--- src/rtl/matrix_stream_loader.sv ---
// Byte-stream loader/unloader around the systemizer: unpacks bytes into BLOCK-bit RAM words, kicks the core, streams the result back.
// Latency: first wr_en 1 cycle after byte accept, start 1 cycle after last write, out_valid 8/BLOCK+1 cycles after first rd_en.
// Backpressure: in_ready is registered (1 byte per 1+8/BLOCK cycles); out_ready low parks SEND with no reads issued.
module matrix_stream_loader #(
    parameter int BLOCK = 4,
    parameter int WORDS = 20,
    parameter int AW    = $clog2(WORDS)
) (
    input  logic             clk,
    input  logic             rst_n,
    input  logic [7:0]       in_data,
    input  logic             in_valid,
    output logic             in_ready,
    output logic [7:0]       out_data,
    output logic             out_valid,
    input  logic             out_ready,
    output logic             wr_en,
    output logic [AW-1:0]    wr_addr,
    output logic [BLOCK-1:0] wr_data,
    output logic             rd_en,
    output logic [AW-1:0]    rd_addr,
    input  logic [BLOCK-1:0] rd_data,
    output logic             start,
    input  logic             sys_done,
    input  logic             sys_fail,
    output logic             busy,
    output logic             fail
);
    localparam int NW = 8 / BLOCK;
    localparam int CW = $clog2(NW + 1);

    localparam logic [CW-1:0] LAST_W = CW'(NW - 1);
    localparam logic [CW-1:0] ALL_R  = CW'(NW);
    localparam logic [CW-1:0] ONE_C  = CW'(1);
    localparam logic [AW:0]   END_A  = (AW+1)'(WORDS);
    localparam logic [AW:0]   ONE_A  = (AW+1)'(1);

    localparam logic [2:0] S_LOAD  = 3'd0;
    localparam logic [2:0] S_WRITE = 3'd1;
    localparam logic [2:0] S_KICK  = 3'd2;
    localparam logic [2:0] S_RUN   = 3'd3;
    localparam logic [2:0] S_READ  = 3'd4;
    localparam logic [2:0] S_SEND  = 3'd5;

    logic [2:0]    r_state;
    logic [7:0]    r_shift;
    logic [CW-1:0] r_wcnt;
    logic [CW-1:0] r_rcnt;
    logic [CW-1:0] r_cap_idx;
    logic          r_cap_vld;
    logic [AW:0]   r_waddr;
    logic [AW:0]   r_raddr;
    logic          r_in_ready;
    logic          r_fail;
    logic [7:0]    r_out_data;

    logic          w_accept;
    logic          w_wr;
    logic          w_rd;
    logic [AW:0]   w_waddr_nxt;

    // Address counters carry one extra bit so they can reach WORDS; the
    // ports only ever show them while the matching strobe is high.
    assign w_accept    = (r_state == S_LOAD) && r_in_ready && in_valid;
    assign w_wr        = (r_state == S_WRITE);
    assign w_rd        = (r_state == S_READ) && (r_rcnt != ALL_R);
    assign w_waddr_nxt = r_waddr + ONE_A;

    assign in_ready  = r_in_ready;
    assign wr_en     = w_wr;
    assign wr_addr   = w_wr ? r_waddr[AW-1:0] : '0;
    assign wr_data   = w_wr ? r_shift[BLOCK-1:0] : '0;
    assign rd_en     = w_rd;
    assign rd_addr   = w_rd ? r_raddr[AW-1:0] : '0;
    assign start     = (r_state == S_KICK);
    assign out_valid = (r_state == S_SEND);
    assign out_data  = r_out_data;
    assign busy      = (r_state != S_LOAD);
    assign fail      = r_fail;

    always_ff @(posedge clk or negedge rst_n) begin
        if (!rst_n) begin
            r_state    <= S_LOAD;
            r_shift    <= '0;
            r_wcnt     <= '0;
            r_rcnt     <= '0;
            r_waddr    <= '0;
            r_raddr    <= '0;
            r_in_ready <= 1'b0;
            r_fail     <= 1'b0;
        end else begin
            case (r_state)
                S_LOAD: begin
                    r_in_ready <= ~w_accept;
                    if (w_accept) begin
                        r_shift <= in_data;
                        r_wcnt  <= '0;
                        if (r_waddr == '0) begin
                            r_fail <= 1'b0;
                        end
                        r_state <= S_WRITE;
                    end
                end
                S_WRITE: begin
                    r_shift <= r_shift >> BLOCK;
                    r_waddr <= w_waddr_nxt;
                    r_wcnt  <= r_wcnt + ONE_C;
                    if (r_wcnt == LAST_W) begin
                        if (w_waddr_nxt == END_A) begin
                            r_state <= S_KICK;
                        end else begin
                            r_state    <= S_LOAD;
                            r_in_ready <= 1'b1;
                        end
                    end
                end
                S_KICK: begin
                    r_waddr <= '0;
                    r_state <= S_RUN;
                end
                S_RUN: begin
                    if (sys_done) begin
                        if (sys_fail) begin
                            r_fail     <= 1'b1;
                            r_state    <= S_LOAD;
                            r_in_ready <= 1'b1;
                        end else begin
                            r_rcnt  <= '0;
                            r_state <= S_READ;
                        end
                    end
                end
                S_READ: begin
                    // One trailing cycle after the last read lets its data land.
                    if (w_rd) begin
                        r_raddr <= r_raddr + ONE_A;
                        r_rcnt  <= r_rcnt + ONE_C;
                    end else begin
                        r_state <= S_SEND;
                    end
                end
                S_SEND: begin
                    if (out_ready) begin
                        if (r_raddr == END_A) begin
                            r_raddr    <= '0;
                            r_state    <= S_LOAD;
                            r_in_ready <= 1'b1;
                        end else begin
                            r_rcnt  <= '0;
                            r_state <= S_READ;
                        end
                    end
                end
                default: begin
                    r_state <= S_LOAD;
                end
            endcase
        end
    end

    always_ff @(posedge clk or negedge rst_n) begin
        if (!rst_n) begin
            r_cap_vld  <= 1'b0;
            r_cap_idx  <= '0;
            r_out_data <= '0;
        end else begin
            r_cap_vld <= w_rd;
            r_cap_idx <= r_rcnt;
            if (r_cap_vld) begin
                r_out_data[r_cap_idx*BLOCK +: BLOCK] <= rd_data;
            end
        end
    end

endmodule
--- config.mk ---
export PLATFORM = sky130hd
export DESIGN_NAME = matrix_stream_loader
export DESIGN_NICKNAME = d
export VERILOG_FILES = /design/src/rtl/matrix_stream_loader.sv
export SDC_FILE = /design/constraint.sdc
export NUM_CORES = 1
export LEC_CHECK = 0
export CORE_UTILIZATION = 29
export CTS_CLUSTER_DIAMETER = 150
export DETAILED_ROUTE_END_ITERATION = 12
export PLACE_DENSITY = 0.57
export SYNTH_ARGS = -nofsm -noshare
export SYNTH_HDL_FRONTEND = slang
export SYNTH_SLANG_ARGS = --single-unit
--- constraint.sdc ---
create_clock -name clk -period 2.11 [get_ports clk]
set_input_delay 0.211 -clock clk [delete_from_list [all_inputs] [get_ports clk]]
set_output_delay 0.211 -clock clk [all_outputs]
set_load 0.02 [all_outputs]
# Word level (Yosys, flattened, before mapping)
# Index checks and enable logic that the tools add are counted.
[word_totals] register_bits=40 latchBits=0 mem_bits_rw=0 romBits=0 out_inout_bits=29 wordCells=96 memories=0
[op_classes] n_addsub=5 n_mul=0 div_mod_pow=0 magnitude_cmp=0 eq_ne=21 shift=2 muxes=38 n_bitwise=1 reduce_logical=18
[op_table] cell="$neg A4 Y34" n=1
[op_table] cell="$shift A4 B34 Y8 const A" n=1
[op_table] cell="$shiftx A4 B34 Y8" n=1
[op_table] cell="$pmux W6 S2" n=2
[op_table] cell="$mux W3" n=7
[op_table] cell="$mux W6" n=3
[op_table] cell="$ne A2 B2 Y1 const B" n=9
[op_table] cell="$pmux W3 S6" n=1
[op_table] cell="$pmux W8 S2" n=1
[op_table] cell="$mux W2" n=7
[op_table] cell="$add A6 B1 Y6 const B" n=2
[op_table] cell="$eq A6 B5 Y1 const B" n=2
[op_table] cell="$mux W5" n=2
[op_table] cell="$reduce_and A5 Y1" n=2
[op_table] cell="$bwmux W8" n=1
[op_table] cell="$mux W1" n=8
[op_table] cell="$mux W8" n=1
[op_table] cell="$ne A2 B1 Y1 const B" n=4
[op_table] cell="$reduce_bool A2 Y1" n=4
[op_table] cell="$reduce_and A7 Y1" n=1
[op_table] cell="$eq A3 B2 Y1 const B" n=2
[op_table] cell="$eq A3 B3 Y1 const B" n=2
[op_table] cell="$logic_not A6 Y1" n=1
[op_table] cell="$pmux W2 S3" n=1
[op_table] cell="15 further kinds" n=19

# Logic depth before layout (Yosys ltp)
# Gate-level depths: netlist of the first run.
[depth] word_depth=5 ltp_mapped=7

# Worst setup path after synthesis of the first run
# No wires, ideal clock.
[synth_timing] kind="reg2out" startpoint="register r_state[2]" endpoint="output wr_addr[2]" t_arrival_ns=1.516 slack_ns=0.383 path_stages_with_launch=5 path_cell_list="dfrtp_1 or3b_1 clkinv_1 clkbuf_1 and2_1"
[synth_between] elab_chain_cells=2
[synth_rtl] item="from (decl)" line="45" rtl="logic [2:0] r_state;"
[synth_rtl] item="from (signal assigned)" line="83" rtl="r_state <= S_LOAD;"
[synth_rtl] item="from (signal assigned)" line="101" rtl="r_state <= S_WRITE;"
[synth_rtl] item="from (signal assigned)" line="110" rtl="r_state <= S_KICK;"
[synth_rtl] item="$eq A3 B1 Y1" line="65" rtl="assign w_wr = (r_state == S_WRITE);"
[synth_rtl] item="via wr_en" line="17" rtl="output logic wr_en,"
[synth_rtl] item="$mux W5" line="71" rtl="assign wr_addr = w_wr ? r_waddr[AW-1:0] : '0;"
[synth_rtl] item="to (decl)" line="18" rtl="output logic [AW-1:0] wr_addr,"
# The timed path passes the listed nets, and every way through them passes these cells.

# Worst setup path after layout of the first run
[layout_timing] startpoint="register r_state[2]" endpoint="output wr_addr[1]"
[layout_between] elab_chain_cells=2
[layout_rtl] item="$eq A3 B1 Y1" line="65"
[layout_rtl] item="$mux W5" line="71"
# No other way between the ends.

==> metrics.txt, run 1 <==
crit path kind flop to primary output; CTS tree built; CTS root buf clkbuf_8; fillers 719; vias 1861; Synth top cells by count nand2_1, dfrtp_1, o21ai_0; RR Startpoint r_state[2]; Worst setup EP type primary output; dpl hpwl 3760 um; GP Congestion 0.743; Fin. Hold Viols 0; Worst Slack Setup Final 109 ps; Setup crit start kind flop; largest family of logic cells by synthesized area simple AND/OR/NAND/NOR gates; fraction of registers with async set/reset 100%; R2R setup slack 160 ps; Clock Latency Late Sink around 290 ps; clk slew on worst S/H paths 80 ps; skew final 5.15 ps; complex-gate fraction of the synthesized area between 10 and 15%; largest net degree at the start of global routing 20; Yosys cell types between 40 and 50; post-synthesis cell count 239; io pins 47; CP max FO 19; Tmin final 2000 ps; first-pass iteration count of the detailed router 4; post-synthesis simple-gate area fraction 24.7%; vias per std cell between 4 and 5; TritonCTS Buffers 5; fmax 500 MHz; maximum capacitance violations 0; Synth Area in XOR/XNOR 2.07%; mux cell area share after synthesis 1.00%; Layout Nets 324; RSZ-0062 raised after global routing yes; initial antenna violation count 0; r2r worst-path depth 6; Rows 30; Mean Syn Cell Area 8.87 um2; number of remaining DRC errors 0; initial core utilization between 30 and 40%; Slew @ Worst Pin 423 ps; Syn. warnings 0; Post-DRT Antenna Nets 0; Main synth FF type dfrtp_1; Antenna diodes 0; VDD IR max 0.303 mV; share of post-route cells with drive strength above 1 under 10%; final WL 4900 um; FF-to-FF End in_ready; Mapped Nets about 270; die area between 0.007 and 0.008 mm2; pwr/cell area 988 mW/mm2; setup violators final 0; Slew HR between 70% and 80%; die height 87.5 um; Max Slew Vio Count 0; sinks on the clock net 40; top cell type's share of synthesized area 47.2%; GR Util All Layers 13.9%; largest cells by area after synthesis dfrtp_1, nand2_1, ha_1; leakage power ~1.3 nW; die width 87.5 um; DRT iter0 DRCs 47; outcome finished clean; EDFF count, synth 0; post-synthesis sequential area ratio 47.2%; grt ovf 0; Placeable Area 0.00694 mm2; Power, Total 2.80 mW; adder-cell share of the synthesized area 5.90%; WP data arrival 1790 ps; IO Port Bufs 46; most frequent cell after synthesis nand2_1; vias in the first global route between 1500 and 2000; final period utilization ~95%; Yosys reg bits 40; H-tree lvl count 2; CTS Buffer Depth 2; area grow syn2layout 33.6%; Routed WL per cell 12.5 um; first-pass GRT wire length 8180 um; dominant cell type by area after synthesis dfrtp_1; Setup Buffers After CTS 0; Synth Cell Area 0.00212 mm2; min-delay worst type input port to asynchronous set/reset pin; Place WS between 100 and 150 ps; Worst Path Required about 1900 ps
## worst max-delay path by stage
stage	startpoint	to	slack (ps)	cells past startpoint
global placement	r_state[2]	wr_addr[0]	170	4
global route	r_state[2]	wr_data[0]	-10	4
finish	r_state[2]	wr_addr[1]	110	4
CTS	r_state[2]	out_valid	30	4
detailed placement	r_state[2]	wr_addr[1]	140	4
floorplan	r_state[2]	wr_addr[2]	380	4
## layout by cell type, fill, tap and decap left out, drive strengths merged, types with 5 or more instances in the layout
| master | instances |
|---|---|
| dlygate4sd2 | 15 |
| clkdlybuf4s50 | 26 |
| nand3 | 11 |
| nor2 | 14 |
| o21ai | 21 |
| and2 | 12 |
| inv | 13 |
| a21oi | 10 |
| ha | 10 |
| a31oi | 6 |
| xor2 | 5 |
| buf | 13 |
| nand2 | 44 |
| clkbuf | 7 |
| dfrtp | 40 |
## critical path: stages, from the launching register on
cell,delay [ps]
dfrtp_1,460
or3b_1,420
buf_4,210
nor2_1,100
clkdlybuf4s15_1,310
## sequential cells by signal, summed over array words and instances (netlist names)
register   count
r_waddr        6
fail           1
r_cap_vld      1
r_state        3
r_wcnt         2
out_data       8
r_raddr        6
r_rcnt         2
r_cap_idx      2
in_ready       1
r_shift        8
## layer usage
layer / part of all wire, % / GRT usage (%) / wire length, um
met5: 0 / 0 / 0
met4: 1.5 / 4.47 / 74
met3: 3.1 / 2.65 / 150
met2: 48 / 22.4 / 2340
met1: 48 / 18.7 / 2330
## cell families (layout without fill, tap and decap cells)
logic type | count (synthesis) | count (layout)
buf+inv | 23 | 81
fa+ha+maj | 10 | 10
compound gates | 53 | 53
xor+xnor | 5 | 5
simple gates | 106 | 106
mux | 2 | 2
flops | 40 | 40
## layout make-up
| class | instances | area [um2] | area share [%] |
|---|---|---|---|
| Clock buffer | 6 | 82.6 | 2.92 |
| Clock inverter | 2 | 10.0 | 0.353 |
| Inverter | 14 | 52.6 | 1.86 |
| Multi-Input combinational cell | 176 | 1030 | 36.4 |
| Sequential cell | 40 | 1000 | 35.3 |
| Tap cell | 96 | 120 | 4.24 |
| Timing Repair Buffer | 59 | 534 | 18.9 |
## power by group
part / switching, mW / internal [mW] / leakage (nW)
Clock: 0.263 / 0.261 / 0.0510
Combinational: 0.695 / 0.499 / 0.789
Sequential: 0.148 / 0.933 / 0.470
Total: 1.11 / 1.69 / 1.31
## stage by stage
step	instances	cell area (um2)	TNS [ps]	hold WS [ps]	util (%)
2_1_floorplan	239	2120	0	-84.6	-
3_3_place_gp	384	2750	0	50.6	39.6
3_5_place_dp	384	2750	0	50.6	39.6
4_1_cts	393	2830	0	271	40.8
5_1_grt	393	2830	-11.2	283	40.8
6_report	393	2830	0	274	40.8
## timing repair
item | CTS | global route
endpoints found under the setup margin | 18 | 6
resized for setup | 19 | 6
endpoints found under the hold margin | 5 | 0
gates cloned | 0 | 0
hold buffers | 1 | 0
(Power assumes the default switching activity.)
==> run 2, diff against run 1 <==
--- a/config.mk
+++ b/config.mk
@@ -6,6 +6,7 @@
 export NUM_CORES = 1
 export LEC_CHECK = 0
 export CORE_UTILIZATION = 29
+export CTS_BUF_LIST = sky130_fd_sc_hd__clkbuf_16
 export CTS_CLUSTER_DIAMETER = 150
 export DETAILED_ROUTE_END_ITERATION = 12
 export PLACE_DENSITY = 0.57
==> run 2 against run 1 <==
  * Fmax is 0.66% higher
  * Design area grew 1.9%
  * Clock power up 35%
  * Highest routed layer unchanged
  * Setup slack gained 13 ps
  * Sequential cell count did not move
  * Combinational power is essentially flat
  * Sequential share of layout area shrank 0.64 points
  * Register-to-register slack hardly changed
  * Non-clock buffer count unchanged
  * Critical endpoint unchanged
  * First-iteration DRC count increased by 47%
==> metrics.txt, run 2 (synthesis gave the netlist of run 1 again) <==
Worst setup startpoint r_state[2]; crit path buf inv count 2 (unchanged); share of post-route cells with drive strength above 1 7.41% (-1.0 points); RR Startpoint r_state[2]; Setup crit end wr_addr[1]; most frequent cells in the layout nand2_1, dfrtp_1, clkdlybuf4s50_1, o21ai_0, dlygate4sd2_1; VDD IR max 0.306 mV (+1.2%); crit-path cells or3b_1 -> buf_4 -> nor2_1 -> dlygate4sd2_1; CP max FO 19 (unchanged); Tmin final 1990 ps (-13.1 ps); die width 87.5 um (unchanged); first-pass iteration count of the detailed router 4 (unchanged); largest net degree at the start of global routing 20 (unchanged); area grow syn2layout 36.1%; H-tree lvl count 2 (unchanged); leakage power 1.35 nW (+3.2%); Routed WL per cell 12.5 um (+0.33%); fin cells 393 (unchanged); initial core utilization 30.5% (unchanged); WP depth 4 (unchanged); FF-to-FF End in_ready; first-pass GRT wire length 8210 um (+0.43%); setup TNS 0 ps (unchanged); Layout Nets 324 (unchanged); DRT iter0 DRCs 69 (+47%); Worst setup EP type primary output; sinks on the clock net 40 (unchanged); pwr/cell area 1040 mW/mm2 (+4.8%); Worst Path Required 1900 ps (about the same); Rows 30 (unchanged); DR WL met2 2370 um (+1.1%); Slew HR 71.6% (-0.13 points); grt ovf 0 (unchanged); GR Util All Layers 14.1% (+0.20 points); most common cell after layout, fill and taps aside nand2_1; Antenna diodes 0 (unchanged); Setup crit start kind flop; CTS Buffer Depth 2 (unchanged); Worst path max stage delay 440 ps (-20 ps); fmax 503 MHz (+0.66%); maximum capacitance violations 0 (unchanged); Max Slew Vio Count 0 (unchanged); final WL 4910 um (+0.33%); Fin. Hold Viols 0 (unchanged); R2R setup slack 170 ps (about the same); IO Port Bufs 46 (unchanged); met1 wire length 2340 um (+0.47%); clk slew on worst S/H paths 60 ps (-20 ps); vias 1854 (-0.38%); Placement Cell Area 0.00275 mm2 (unchanged); Crit path max-delay family buffers and inverters; vias in the first global route 1798 (+0.39%); die area 0.00765 mm2 (unchanged); crit path kind flop to primary output; outcome finished clean; Clock Latency Late Sink 280 ps (about the same); met3 WL post-DR 136 um (-9.3%); Placeable Area 0.00694 mm2 (unchanged); GP Congestion 0.743 (unchanged); WP data arrival 1780 ps (about the same); CTS tree built; CTS root buf clkbuf_16; io pins 47 (unchanged); Slew @ Worst Pin 424 ps (+1.98 ps); Post-DRT Antenna Nets 0 (unchanged); die height 87.5 um (unchanged); setup violators final 0 (unchanged); r2r worst-path depth 6 (unchanged); vias per std cell 4.72 (-0.38%); TritonCTS Buffers 5 (unchanged); dpl hpwl 3760 um (unchanged); min-delay worst type input port to asynchronous set/reset pin; fillers 718 (-0.14%); RSZ-0062 raised after global routing no; number of remaining DRC errors 0 (unchanged); slowest cell on the critical path dfrtp_1; skew final 3.85 ps (-1.30 ps); post-placement cell count 384 (unchanged); initial antenna violation count 0 (unchanged); post-layout instance area 0.00289 mm2 (+1.9%); Top Layer Used met4; final period utilization 94.2% (-0.62 points)
-- run 2: cell count changes in the layout (fill, tap and decap cells not counted) --
cell	delta
clkdlybuf4s15_1	-1
clkbuf_2	-1
clkbuf_16	+5
clkinv_1	+1
inv_2	-1
dlygate4sd2_1	+1
inv_1	+1
dlymetal6s2s_1	+1
clkbuf_8	-6
-- run 2: what timing repair did --
action	CTS	global route
setup endpoints to repair	18	3
hold buffers	1	0
gates resized for setup	18	3
buffers inserted	0	0
endpoints found under the hold margin	5	0
-- run 2: layout make-up --
cell class | instances | area [um2] | share of cell area [%]
multi-input combinational | 176 | 1030 | 35.8
sequential | 40 | 1000 | 34.7
timing repair buffer | 59 | 541 | 18.7
clock buffer | 5 | 125 | 4.34
tap | 96 | 120 | 4.16
inverter | 14 | 52.6 | 1.82
clock inverter | 3 | 13.8 | 0.477
-- run 2: worst min path at each step --
stage | to | cells after the start
finish | r_waddr[4] | 2
global route | r_waddr[4] | 2
CTS | r_waddr[4] | 2
detailed placement | r_waddr[4] | 1
global placement | r_waddr[4] | 1
floorplan | fail | 0
-- run 2: metrics by stage --
stage	utilization, %	hold slack (ps)	worst slack [ps]	power [mW]
floorplan	-	-84.6	383	1.86
global placement	39.6	50.6	168	2.35
detailed placement	39.6	50.6	141	2.37
CTS	41.5	292	8.90	3.03
global route	41.5	303	6.76	3.24
finish	41.5	293	122	2.99
-- run 2: per-layer routing --
| metal | track usage, % | vias up |
|---|---|---|
| met3 | 2.94 | 5 |
| met2 | 22.4 | 25 |
| met5 | 0 | - |
| met4 | 5.37 | 0 |
| met1 | 18.8 | 884 |
| li1 | - | 940 |
-- run 2: report_power, final --
| group | switching [mW] | internal [mW] | total, mW | leakage (nW) |
|---|---|---|---|---|
| registers | 0.147 | 0.935 | 1.08 | 0.470 |
| clock network | 0.280 | 0.429 | 0.709 | 0.0710 |
| logic | 0.696 | 0.501 | 1.20 | 0.810 |
